==> src/rtl/imm_ext_pkg.sv <==
// Shared types and constants for the immediate-extension stage.
// Mode encoding matches the decode field driving in_mode.
package imm_ext_pkg;

    localparam int IMM_MODE_W   = 2;
    localparam int IMM_BR_SHIFT = 2;

    typedef enum logic [IMM_MODE_W-1:0] {
        IMM_ZERO   = 2'd0,
        IMM_SIGN   = 2'd1,
        IMM_UPPER  = 2'd2,
        IMM_BRANCH = 2'd3
    } imm_mode_e;

endpackage

==> src/rtl/imm_ext_core.sv <==
// Combinational immediate extender: ZERO / SIGN / UPPER / BRANCH.
// Latency 0; no handshake. With IMM_EXT_BRANCH_EN undefined, mode 3 extends as SIGN and flags mode_err.
module imm_ext_core
    import imm_ext_pkg::*;
#(
    parameter int IN_W  = 16,
    parameter int OUT_W = 32
) (
    input  logic [IN_W-1:0]       imm,
    input  logic [IMM_MODE_W-1:0] mode,
    output logic [OUT_W-1:0]      ext,
    output logic                  mode_err
);

    localparam int PAD_W = OUT_W - IN_W;

    logic [OUT_W-1:0] sext;

    always_comb begin
        sext     = {{PAD_W{imm[IN_W-1]}}, imm};
        ext      = sext;
        mode_err = 1'b0;
        case (imm_mode_e'(mode))
            IMM_ZERO:   ext = {{PAD_W{1'b0}}, imm};
            IMM_SIGN:   ext = sext;
            IMM_UPPER:  ext = {imm, {PAD_W{1'b0}}};
            IMM_BRANCH: begin
`ifdef IMM_EXT_BRANCH_EN
                // bits shifted past the MSB are intentionally dropped
                ext = sext << IMM_BR_SHIFT;
`else
                ext      = sext;
                mode_err = 1'b1;
`endif
            end
            default:    ext = sext;
        endcase
    end

endmodule

==> src/rtl/imm_ext_stage.sv <==
// Pipelined immediate extension into a registered two-entry skid buffer (IMM_EXT_BRANCH_EN enables mode 3).
// Latency 1 cycle from acceptance to out_valid; 1 beat/cycle while out_ready is high.
// Backpressure: in_ready is a flop, low only while the skid entry is occupied; no out_ready->in_ready path.
module imm_ext_stage
    import imm_ext_pkg::*;
#(
    parameter int IN_W  = 16,
    parameter int OUT_W = 32,
    parameter int TAG_W = 5
) (
    input  logic                  clk,
    input  logic                  rst_n,
    input  logic                  flush,
    input  logic                  in_valid,
    output logic                  in_ready,
    input  logic [IN_W-1:0]       in_imm,
    input  logic [IMM_MODE_W-1:0] in_mode,
    input  logic [TAG_W-1:0]      in_tag,
    output logic                  out_valid,
    input  logic                  out_ready,
    output logic [OUT_W-1:0]      out_imm,
    output logic [TAG_W-1:0]      out_tag,
    output logic                  out_mode_err
);

    logic [OUT_W-1:0] ext_imm;
    logic             ext_err;

    imm_ext_core #(
        .IN_W  (IN_W),
        .OUT_W (OUT_W)
    ) u_core (
        .imm      (in_imm),
        .mode     (in_mode),
        .ext      (ext_imm),
        .mode_err (ext_err)
    );

    logic             main_vld_q, main_vld_d;
    logic [OUT_W-1:0] main_imm_q, main_imm_d;
    logic [TAG_W-1:0] main_tag_q, main_tag_d;
    logic             main_err_q, main_err_d;
    logic             skid_vld_q, skid_vld_d;
    logic [OUT_W-1:0] skid_imm_q, skid_imm_d;
    logic [TAG_W-1:0] skid_tag_q, skid_tag_d;
    logic             skid_err_q, skid_err_d;
    logic             in_ready_q, in_ready_d;

    logic in_fire;
    logic out_fire;

    always_comb begin
        in_fire    = in_valid & in_ready_q;
        out_fire   = main_vld_q & out_ready;
        main_vld_d = main_vld_q;
        main_imm_d = main_imm_q;
        main_tag_d = main_tag_q;
        main_err_d = main_err_q;
        skid_vld_d = skid_vld_q;
        skid_imm_d = skid_imm_q;
        skid_tag_d = skid_tag_q;
        skid_err_d = skid_err_q;

        if (flush) begin
            main_vld_d = 1'b0;
            skid_vld_d = 1'b0;
        end else if (out_fire && skid_vld_q) begin
            // in_ready is low whenever skid is full, so no new beat competes here
            main_vld_d = 1'b1;
            main_imm_d = skid_imm_q;
            main_tag_d = skid_tag_q;
            main_err_d = skid_err_q;
            skid_vld_d = 1'b0;
        end else if (out_fire || !main_vld_q) begin
            main_vld_d = in_fire;
            if (in_fire) begin
                main_imm_d = ext_imm;
                main_tag_d = in_tag;
                main_err_d = ext_err;
            end
        end else if (in_fire) begin
            skid_vld_d = 1'b1;
            skid_imm_d = ext_imm;
            skid_tag_d = in_tag;
            skid_err_d = ext_err;
        end

        in_ready_d = ~skid_vld_d;
    end

    always_ff @(posedge clk or negedge rst_n) begin
        if (!rst_n) begin
            main_vld_q <= 1'b0;
            main_imm_q <= '0;
            main_tag_q <= '0;
            main_err_q <= 1'b0;
            skid_vld_q <= 1'b0;
            skid_imm_q <= '0;
            skid_tag_q <= '0;
            skid_err_q <= 1'b0;
            in_ready_q <= 1'b1;
        end else begin
            main_vld_q <= main_vld_d;
            main_imm_q <= main_imm_d;
            main_tag_q <= main_tag_d;
            main_err_q <= main_err_d;
            skid_vld_q <= skid_vld_d;
            skid_imm_q <= skid_imm_d;
            skid_tag_q <= skid_tag_d;
            skid_err_q <= skid_err_d;
            in_ready_q <= in_ready_d;
        end
    end

    assign in_ready     = in_ready_q;
    assign out_valid    = main_vld_q;
    assign out_imm      = main_imm_q;
    assign out_tag      = main_tag_q;
    assign out_mode_err = main_err_q;

endmodule

==> config.mk <==
export PLATFORM = sky130hd
export DESIGN_NAME = imm_ext_stage
export DESIGN_NICKNAME = d
export VERILOG_FILES = /design/src/rtl/imm_ext_pkg.sv /design/src/rtl/imm_ext_core.sv /design/src/rtl/imm_ext_stage.sv
export SDC_FILE = /design/constraint.sdc
export NUM_CORES = 1
export LEC_CHECK = 0
export ABC_CLOCK_PERIOD_IN_PS = 2400
export CAP_MARGIN = 5
export CORE_ASPECT_RATIO = 1.4
export CORE_MARGIN = 2
export CORE_UTILIZATION = 53
export DETAILED_ROUTE_END_ITERATION = 8
export HOLD_SLACK_MARGIN = 0.02
export PLACE_DENSITY_LB_ADDON = 0.1
export SYNTH_ARGS = -nofsm -noshare
export SYNTH_HDL_FRONTEND = slang
export SYNTH_SLANG_ARGS = --single-unit
==> constraint.sdc <==
create_clock -name clk -period 2.4 [get_ports clk]
set_clock_uncertainty 0.05 [all_clocks]
set_input_delay 0.6 -clock clk [delete_from_list [all_inputs] [get_ports clk]]
set_output_delay 0.6 -clock clk [all_outputs]
set_load 0.02 [all_outputs]
After elaboration in Yosys (flattened, before gate mapping)
Cells that the tools add are included.
{"block": "totals", "reg_bits": 79, "input_bits": 28, "out_inout_bits": 40, "wordCells": 46}
{"block": "op_classes", "n_reduce_logical": 10, "n_bitwise": 6, "n_eq_ne": 3, "muxes": 18}
{"operator": "32-bit two-way mux", "n": 3}
{"operator": "32-bit one-hot mux with 3 select lines", "n": 1}
{"operator": "5-bit two-way mux", "n": 3}
{"operator": "1-bit two-way mux", "n": 11}
{"operator": "2-bit == test (second input constant)", "n": 2}
{"operator": "1-bit NOT", "n": 4}
{"operator": "4-bit AND reduction", "n": 1}
{"operator": "2-bit nonzero test", "n": 2}
{"operator": "3-bit AND reduction", "n": 1}
{"operator": "3-bit nonzero test", "n": 1}
{"operator": "1-bit bitwise AND", "n": 2}
{"operator": "2-bit by 1-bit == test with 1-bit output (second input constant)", "n": 1}
{"operator": "2-bit zero test", "n": 1}
{"operator": "2-bit OR reduction", "n": 1}
{"operator": "1-bit logical AND", "n": 1}
{"operator": "1-bit zero test", "n": 1}
{"operator": "1-bit logical OR", "n": 1}

Logic depth before layout (Yosys ltp)
Gate-level depths: netlist (run 1).
{"block": "depth", "depth_word": 6, "mapped_depth": 6, "ltp_nobuf": 3}

Hierarchy
From an unflattened synthesis (run 1), not the netlist that was laid out.
{"block": "unflattened", "cells_unflattened": 256, "area_unflattened_um2": 3901.2}
{"module": "imm_ext_stage", "n_inst": 1, "cells_each": 216, "area_each_um2": 3617.2, "seq_area_each_um2": 1978.1}
{"module": "imm_ext_core", "n_inst": 1, "cells_each": 40, "area_each_um2": 284.0, "seq_area_each_um2": 0.0}

Worst setup path after synthesis (run 1)
No wires, ideal clock.
{"block": "synth_timing", "kind": "input-to-reg", "start": "input port flush", "end": "register skid_imm_q[10]", "t_arrival_ns": 1.669, "stages": 5, "slack_ns": 0.556, "path_cell_list": "and3b_1 -> and3_1 -> buf_2 -> buf_4 -> mux2_2"}
{"block": "synth_between", "elab_chain_len": 2}
{"item": "start, declared", "line_no": "imm_ext_stage.sv:13", "source": "input logic flush,"}
{"item": "1-bit NOT (no line)"}
{"item": "4-bit AND reduction (no line)"}
{"item": "end signal, assigned", "line_no": "imm_ext_stage.sv:108", "source": "skid_imm_q <= skid_imm_d;"}
{"item": "end, declared", "line_no": "imm_ext_stage.sv:44", "source": "logic [OUT_W-1:0] skid_imm_q, skid_imm_d;"}
Every way passes these cells.
A chain may end at the register's enable or synchronous reset.

Final worst setup path (run 1)
{"block": "layout_timing", "start": "register in_ready_q, in the netlist in_ready", "end": "output port in_ready"}
{"item": "start, declared", "line_no": "imm_ext_stage.sv:47", "source": "logic in_ready_q, in_ready_d;"}
{"item": "start signal, assigned", "line_no": "imm_ext_stage.sv:111", "source": "in_ready_q <= in_ready_d;"}
{"item": "end, declared", "line_no": "imm_ext_stage.sv:15", "source": "output logic in_ready,"}
No word-level cell between the ends.

==> qor.yml, run 1 <==
status: "completed"
maxCapViolations: 0
port-buffer-count: 67
grt_overflow: 0
async_reset_ff_share_pct: 100
cts.sinks: 79
cts.htree.levels: 3
die_area_um2: 8170
seqPwrFrac_pct: 45.9
final-hold-violation-count: 0
synth_area_leaders: "dfrtp_1 49%, mux2_2 19%, and4b_1 3.8%, mux2_1 3.4%, o31ai_1 3.0%"
die_w_um: 77.0
synthCells: 338
grt_pass1_wl_mm: 15.1
p_sw_mw: 1.11
slew_violations: 0
intPower_mw: 2.80
gp_congestion: 0.792
rows: 37
hp-class: "input port to async pin"
final_layout_size_suffix_gt1_share_pct: 27.3
synth.largest_area_cell: "dfrtp_1"
synth.net_count: 366
swShare_pct: 28.4
synth_edf_count: 0
dr.pass1.iters: 4
final_common_cell: "dfrtp_1"
post_cts_resize_count: 0
p_comb_share_pct: 27.5
synth_seq_cells: 79
p_clk_share_pct: 26.6
fp.dieH_um: 106
worst_pin_slew_ns: 0.582
yosys_warnings: 0
crit_fanout: 4
fin_nets: 437
slew_headroom_pct: 61.2
grt_pass1_vias: 3044
area_delta_synth_final_pct: 28.0
finalCritPeriodShare_pct: 92.0
post_cts_buffers: 0
power_leakage_nw: 2.31
start_util_pct: 54.3
dp_slack_ns: 0.0551
crit_type: "register to primary output"
reg2reg_slack_ns: 0.60
clock_path_buffers: 2
cp-start-kind: "register"
ios: 68
fin_setup_tns_ns: 0
end_kind: "primary output"
clk_pin_slew_ns: 0.08
insertedDiodeCount: 0
wl_mm: 8.84
postCtsHoldBufs: 0
cts_made_buffers: 9
finalCriticalPeriod_ns: 2.21
viasPerCell: 5.73
synth_cell_types: 27
synth_top_area_share_pct: 49.4
grt_use_total_pct: 23.7
crit_chain: "clkdlybuf4s50_1"
path_buf_inv: 1
hpwl_mm: 6.20
cp.required_ns: 1.75
clockRootBuffer: "clkbuf_8"
num_vias: 2926
synth_area_um2: 3950
cts_tree: "yes"
grt_max_degree: 45
arrival_ns: 1.56
drc: 0
slowest_stage: "clkdlybuf4s50_1"
ir_worst_vdd_v: 0.000565
clock.fmax_mhz: 453
cp_top_family: "buffers and inverters"
antenna_found_initial: 0
avgRoutedWirePerCell_um: 17.3
fp.coreArea_um2: 7270
synthFlopType: "dfrtp_1"
avgSynthCellArea_um2: 11.7
rsz0062_at_grt: "false"
ant_nets: 0
setup_viol: 0
final.setup.worst_slack_ns: 0.193
power.density_nw_per_um2: 772
final_cell_mix: "78 x dfrtp_1, 66 x mux2_2, 66 x clkdlybuf4s50_1"
worstSkewPairLatency_ns: 0.35
drt-initial-drc-count: 168
ys_seq_area_share_pct: 50.1
max_stage_delay_ns: 0.64
==> worst reg2reg max path, cell delays in order (launching register included) <==
cell,delay (ns)
dfrtp_1,0.41
buf_4,0.22
a221oi_4,0.42
buf_12,0.22
mux2_2,0.36
==> through the flow <==
| stage | hold WS, ns | utilization (%) | cells | power [mW] | cell area (um2) |
|---|---|---|---|---|---|
| after floorplan | 0.254 | - | 338 | 2.40 | 3950 |
| after global placement | 0.418 | 66.7 | 495 | 2.86 | 4850 |
| after detailed placement | 0.430 | 66.7 | 495 | 2.91 | 4850 |
| after CTS | 0.199 | 69.6 | 511 | 3.95 | 5060 |
| after global routing | 0.232 | 69.6 | 511 | 4.10 | 5060 |
| final | 0.189 | 69.6 | 511 | 3.91 | 5060 |
==> metal layers <==
layer	global-route usage [%]	wire, um
met4	8.96	205
met5	0	0
met3	5.60	381
met1	28.4	3780
met2	41.1	4470
==> synth_stat cells, drive strengths merged (2+ instances only) <==
master,number
mux2i,4
nand3b,15
clkbuf,12
a31oi,18
and4b,15
inv,20
buf,21
mux2,78
and3,2
nand2,18
o31ai,16
nand4,16
nor2,16
dfrtp,78
==> cells by family after synthesis <==
| group | count (synthesis) | share of synthesized area, % |
|---|---|---|
| flip-flops | 79 | 50.1 |
| buffers and inverters | 53 | 6.34 |
| AND/OR/NAND/NOR | 85 | 13.4 |
| multiplexers | 82 | 23.3 |
| AO/OA/AOI/OAI | 39 | 6.94 |
==> power by group through the flow <==
stage	Sequential [mW]	Clock (mW)	Combinational, mW
4_1_cts	1.79	1.06	1.09
6_report	1.79	1.04	1.07
5_1_grt	1.83	1.12	1.15
2_1_floorplan	1.97	0	0.430
3_5_place_dp	1.82	0	1.09
3_3_place_gp	1.80	0	1.06
==> worst paths after layout <==
check                                          from                          to  depth (start not counted)
setup / recovery                 in_ready$_DFF_PN1_                    in_ready                          1
hold / removal                                rst_n  skid_imm_q[19]$_DFFE_PN0P_                          1
setup reg to reg              out_valid$_DFFE_PN0P_     out_imm[11]$_DFFE_PN0P_                          4
hold reg to reg            out_mode_err$_DFFE_PN0P_    out_mode_err$_DFFE_PN0P_                          1
max in group asynchronous                     rst_n     out_imm[11]$_DFFE_PN0P_                          2
min in group clk           out_mode_err$_DFFE_PN0P_    out_mode_err$_DFFE_PN0P_                          1
==> final cells by class <==
type	instances	area [um2]
repair buffers	93	938
multi-input cells	206	1730
fillers	579	2210
inverters	20	75.1
clock inverters	3	40.0
well taps	97	121
clock buffers	13	169
flip-flops and latches	79	1980
==> flip-flops by register name (all words and copies together) (netlist names) <==
register and count:
skid_vld_q 1, out_tag 5, in_ready 1, skid_imm_q 32, out_valid 1, skid_tag_q 5
out_imm 32, skid_err_q 1, out_mode_err 1
Power figures use the tool's default switching activity.
==> inputs of run 2 (changes only) <==
--- a/config.mk
+++ b/config.mk
@@ -11,8 +11,7 @@
 export CORE_MARGIN = 2
 export CORE_UTILIZATION = 53
 export DETAILED_ROUTE_END_ITERATION = 8
-export HOLD_SLACK_MARGIN = 0.02
-export PLACE_DENSITY_LB_ADDON = 0.1
+export PLACE_DENSITY = 0.8
 export SYNTH_ARGS = -nofsm -noshare
 export SYNTH_HDL_FRONTEND = slang
 export SYNTH_SLANG_ARGS = --single-unit
==> run 2 against run 1 <==
Setup slack hardly changed. Combinational power hardly changed. Final area is 1.8% lower. Sequential power hardly changed. Critical path type unchanged. Largest cell class unchanged. Largest power group unchanged.
==> qor.yml, run 2 (synthesis gave the netlist of run 1 again) <==
ant_nets: 0  # unchanged
seqPwrFrac_pct: 48.9  # was 45.9%
grt_max_degree: 50  # was 45
post_cts_resize_count: 0  # unchanged
grt_pass1_wl_mm: 14.9  # was 15.1 mm
fp.dieH_um: 106  # unchanged
worstSkewPairLatency_ns: 0.35  # about the same
cts_made_buffers: 9  # unchanged
crit_fanout: 9  # was 4
swShare_pct: 29.5  # was 28.4%
fp.coreArea_um2: 7270  # unchanged
final.setup.worst_slack_ns: 0.193  # about the same
end_kind: "primary output"  # unchanged
p_clk_share_pct: 22.0  # was 26.6%
arrival_ns: 1.56  # about the same
slew_violations: 0  # unchanged
avgRoutedWirePerCell_um: 17.7  # was 17.3 um
drc: 0  # unchanged
cts.sinks: 79  # unchanged
final_layout_size_suffix_gt1_share_pct: 26.0  # was 27.3%
num_vias: 2961  # was 2,926
post-route-util_pct: 68.3  # was 69.6%
final-hold-violation-count: 0  # unchanged
grt_pass1_vias: 3032  # was 3,044
max_stage_delay_ns: 0.69  # was 0.64 ns
dp.cells: 491  # was 495
finalCriticalPeriod_ns: 2.21  # about the same
postCtsHoldBufs: 0  # unchanged
slew_headroom_pct: 71.3  # was 61.2%
hp-class: "input port to async pin"  # unchanged
area_delta_synth_final_pct: 25.7  # was 28.0%
p_sw_mw: 1.08  # was 1.11 mW
intPower_mw: 2.59  # was 2.80 mW
final_cells: 505  # was 511
grt_use_total_pct: 23.3  # was 23.7%
crit_chain: "clkdlybuf4s50_1"  # unchanged
start_util_pct: 54.3  # unchanged
port-buffer-count: 67  # unchanged
rows: 37  # unchanged
drt-initial-drc-count: 188  # was 168
power_leakage_nw: 2.25  # was 2.31 nW
die_area_um2: 8170  # unchanged
gp_congestion: 0.831  # was 0.792
cp-start-kind: "register"  # unchanged
dp_slack_ns: 0.0216  # was 0.0551 ns
r2r.worst_path.cells: 6  # was 4
die_w_um: 77.0  # unchanged
fin_nets: 433  # was 437
wl_mm: 8.96  # was 8.84 mm
worst_pin_slew_ns: 0.430  # was 0.582 ns
cp_top_family: "buffers and inverters"  # unchanged
ios: 68  # unchanged
hpwl_mm: 6.06  # was 6.20 mm
dr.pass1.iters: 4  # unchanged
clockRootBuffer: "clkbuf_8"  # unchanged
insertedDiodeCount: 0  # unchanged
power.density_nw_per_um2: 740  # was 772 nW/um2
rsz0062_at_grt: "false"  # unchanged
final_common_cell: "dfrtp_1"  # unchanged
clock.fmax_mhz: 453  # about the same
crit_type: "register to primary output"  # unchanged
p_comb_share_pct: 29.1  # was 27.5%
setup_viol: 0  # unchanged
cp.required_ns: 1.75  # about the same
clock_path_buffers: 2  # unchanged
slowest_stage: "clkdlybuf4s50_1"  # unchanged
cp.depth: 1  # unchanged
post_cts_buffers: 0  # unchanged
fin_setup_tns_ns: 0  # unchanged
viasPerCell: 5.86  # was 5.73
ir_worst_vdd_v: 0.000437  # was 0.000565 V
cts.htree.levels: 3  # unchanged
whs_ns: 0.127  # was 0.189 ns
path_buf_inv: 1  # unchanged
finalCritPeriodShare_pct: 92.0  # about the same
clk_pin_slew_ns: 0.08  # about the same
grt_overflow: 0  # unchanged
antenna_found_initial: 0  # unchanged
maxCapViolations: 0  # unchanged
cts_tree: "yes"  # unchanged
status: "completed"  # unchanged
final_cell_mix: "78 x dfrtp_1, 66 x mux2_2, 66 x clkdlybuf4s50_1"  # unchanged
## run 2: changes by cell type in the layout (fill, tap and decap cells not counted), sizes merged
cell,before,now
bufinv,1,0
buf,27,23
clkbuf,13,12
## run 2: routing by layer
layer,wire length [um],global-route usage (%),part of all wire (%)
met1,3620,28.2,40
met2,4650,39.5,52
met3,419,5.18,4.7
met4,264,11.0,2.9
met5,0,0,0
## run 2: power by group through the flow
stage | sequential [mW] | clock [mW] | combinational [mW]
6_report | 1.80 | 0.808 | 1.07
5_1_grt | 1.84 | 0.885 | 1.14
4_1_cts | 1.80 | 0.824 | 1.08
3_5_place_dp | 1.82 | 0 | 1.08
3_3_place_gp | 1.80 | 0 | 1.05
2_1_floorplan | 1.97 | 0 | 0.430
## run 2: final cells by class
type | count | area (um2)
inverters | 20 | 75.1
multi-input cells | 206 | 1740
flip-flops and latches | 79 | 1980
clock inverters | 2 | 10.0
well taps | 97 | 121
clock buffers | 12 | 135
repair buffers | 89 | 908
fillers | 578 | 2300
## run 2: worst paths after layout
check                                        startpoint                    endpoint  slack (ns)
worst max-delay path              out_valid$_DFFE_PN0P_                   out_valid        0.19
worst min-delay path                              rst_n      out_imm[2]$_DFFE_PN0P_        0.13
worst max register to register    out_valid$_DFFE_PN0P_     out_imm[12]$_DFFE_PN0P_        0.41
worst min register to register  out_imm[19]$_DFFE_PN0P_     out_imm[19]$_DFFE_PN0P_        0.43
max in group asynchronous                         rst_n  skid_imm_q[29]$_DFFE_PN0P_        1.58
min in group clk                out_imm[19]$_DFFE_PN0P_     out_imm[19]$_DFFE_PN0P_        0.43
## run 2: stage by stage
stage	area, um2	power, mW
after floorplan	3950	2.40
after global placement	4820	2.85
after detailed placement	4820	2.90
after CTS	4960	3.70
after global routing	4960	3.87
final	4960	3.68
==> inputs of run 3 (changes only) <==
--- a/config.mk
+++ b/config.mk
@@ -11,7 +11,9 @@
 export CORE_MARGIN = 2
 export CORE_UTILIZATION = 53
 export DETAILED_ROUTE_END_ITERATION = 8
+export GPL_TIMING_DRIVEN = 0
 export PLACE_DENSITY = 0.8
+export SLEW_MARGIN = 10
 export SYNTH_ARGS = -nofsm -noshare
 export SYNTH_HDL_FRONTEND = slang
 export SYNTH_SLANG_ARGS = --single-unit
==> run 3 against run 2 <==
Clock-buffer cell count fell by 1. Non-clock buffer count rose by 11. Sequential share of layout area barely moved. Global-route usage barely moved. Worst hold slack got worse by 0.0037 ns. Sequential power barely moved. Final area barely moved. Wire length rose by 0.78%. Setup slack got worse by 0.049 ns. First-iteration DRC count rose by 60%. Utilization rose by 0.052 points. Via count rose by 0.30%. Largest power group unchanged. Highest routed layer unchanged.
==> qor.yml, run 3 (synthesis gave the netlist of run 1 again) <==
post_cts_buffers: 0  # unchanged
wl_mm: 9.03  # was 8.96 mm
port-buffer-count: 66  # was 67
fin_nets: 444  # was 433
power_leakage_nw: 2.27  # was 2.25 nW
crit_chain: "clkdlybuf4s50_1 -> inv_2 -> a221oi_2 -> buf_4 -> buf_6 -> mux2_1"  # was clkdlybuf4s50_1
path_buf_inv: 4  # was 1
final_cell_mix: "78 x dfrtp_1, 66 x mux2_2, 65 x clkdlybuf4s50_1"  # was 78 x dfrtp_1, 66 x mux2_2, 66 x clkdlybuf4s50_1
maxCapViolations: 0  # unchanged
area_delta_synth_final_pct: 25.8  # was 25.7%
cts_tree: "yes"  # unchanged
crit_type: "input port to register"  # was register to primary output
status: "completed"  # unchanged
dr.pass1.iters: 4  # unchanged
cts_made_buffers: 9  # unchanged
rsz0062_at_grt: "false"  # unchanged
fp.coreArea_um2: 7270  # unchanged
slew_headroom_pct: 67.8  # was 71.3%
rows: 37  # unchanged
cts.sinks: 79  # unchanged
clockRootBuffer: "clkbuf_8"  # unchanged
final_common_cell: "dfrtp_1"  # unchanged
drt-initial-drc-count: 301  # was 188
grt_max_degree: 49  # was 50
r2r_start: "in_ready$_DFF_PN1_"  # was out_valid$_DFFE_PN0P_
crit_fanout: 10  # was 9
viasPerCell: 5.74  # was 5.86
grt_pass1_vias: 3070  # was 3,032
finalCriticalPeriod_ns: 2.26  # was 2.21 ns
worstSkewPairLatency_ns: 0.36  # was 0.35 ns
finalCritPeriodShare_pct: 94.0  # was 92.0%
cp-start-kind: "input port"  # was register
ir_worst_vdd_v: 0.000430  # was 0.000437 V
whs_ns: 0.123  # was 0.127 ns
grt_pass1_wl_mm: 14.9  # about the same
clk_pin_slew_ns: 0.08  # about the same
fp.dieH_um: 106  # unchanged
ant_nets: 0  # unchanged
hp-class: "input port to async pin"  # unchanged
cp_top_family: "buffers and inverters"  # unchanged
insertedDiodeCount: 0  # unchanged
gp_congestion: 0.833  # was 0.831
power.total_mw: 3.93  # was 3.68 mW
max_stage_delay_ns: 0.67  # was 0.69 ns
grt_overflow: 0  # unchanged
clock_path_buffers: 2  # unchanged
postCtsHoldBufs: 0  # unchanged
antenna_found_initial: 0  # unchanged
clock.fmax_mhz: 443  # was 453 MHz
grt_use_total_pct: 23.3  # about the same
cts.htree.levels: 3  # unchanged
num_vias: 2970  # was 2,961
cp.required_ns: 2.59  # was 1.75 ns
end_kind: "register"  # was primary output
arrival_ns: 2.45  # was 1.56 ns
final_layout_size_suffix_gt1_share_pct: 25.5  # was 26.0%
worst_pin_slew_ns: 0.483  # was 0.430 ns
startpoint: "out_ready"  # was out_valid$_DFFE_PN0P_
post_cts_resize_count: 0  # unchanged
setup_viol: 0  # unchanged
drc: 0  # unchanged
hpwl_mm: 6.40  # was 6.06 mm
die_area_um2: 8170  # unchanged
final-hold-violation-count: 0  # unchanged
slew_violations: 0  # unchanged
die_w_um: 77.0  # unchanged
slowest_stage: "clkdlybuf4s50_1"  # unchanged
ios: 68  # unchanged
avgRoutedWirePerCell_um: 17.5  # was 17.7 um
power.density_nw_per_um2: 791  # was 740 nW/um2
start_util_pct: 54.3  # unchanged
[run 3: cell count changes in the layout (fill, tap and decap cells not counted), sizes merged]
cell | before | now
bufinv | 0 | 2
clkdlybuf4s50 | 66 | 65
clkbuf | 12 | 23
[run 3: layout make-up]
cell class	count	area, um2
well taps	97	121
plain buffers	33	175
repair buffers	67	686
flip-flops and latches	79	1980
inverters	20	75.1
fillers	577	2300
clock buffers	11	141
multi-input cells	206	1720
clock inverters	4	70.1
[run 3: final timing paths]
path,cells after the start,end,slack (ns)
setup reg to reg,5,skid_imm_q[15]$_DFFE_PN0P_,0.46
hold reg to reg,1,out_imm[19]$_DFFE_PN0P_,0.43
min in group clk,1,out_imm[19]$_DFFE_PN0P_,0.43
setup / recovery,6,out_imm[30]$_DFFE_PN0P_,0.14
max in group asynchronous,2,in_ready$_DFF_PN1_,1.53
hold / removal,1,out_imm[4]$_DFFE_PN0P_,0.12
[run 3: worst reg2reg max path: stages, from the launching register on]
cell and delay [ns]:
dfstp_2 0.56, and3b_1 0.19, and3_1 0.17, buf_2 0.26
buf_4 0.26, mux2_2 0.36
[run 3: power breakdown]
part,total [mW],switching (mW),internal (mW)
clock network,1.07,0.469,0.605
logic,1.06,0.485,0.578
registers,1.79,0.150,1.64
total,3.93,1.10,2.82
[run 3: through the flow]
step / cells / setup WS, ns / setup TNS (ns) / utilization, % / cell area [um2]
2_1_floorplan: 338 / 0.556 / 0 / - / 3950
3_3_place_gp: 501 / -2.05 / -167.72 / 65.1 / 4730
3_5_place_dp: 502 / -0.193 / -7.22 / 65.4 / 4760
4_1_cts: 517 / 0.174 / 0 / 68.3 / 4970
5_1_grt: 517 / 0.0774 / 0 / 68.3 / 4970
6_report: 517 / 0.143 / 0 / 68.3 / 4970
[run 3: routing by layer]
layer / global-route usage, % / part of all wire, %
met1: 29.0 / 42
met2: 37.5 / 49
met5: 0 / 0
met3: 4.58 / 5.8
met4: 14.0 / 3.3
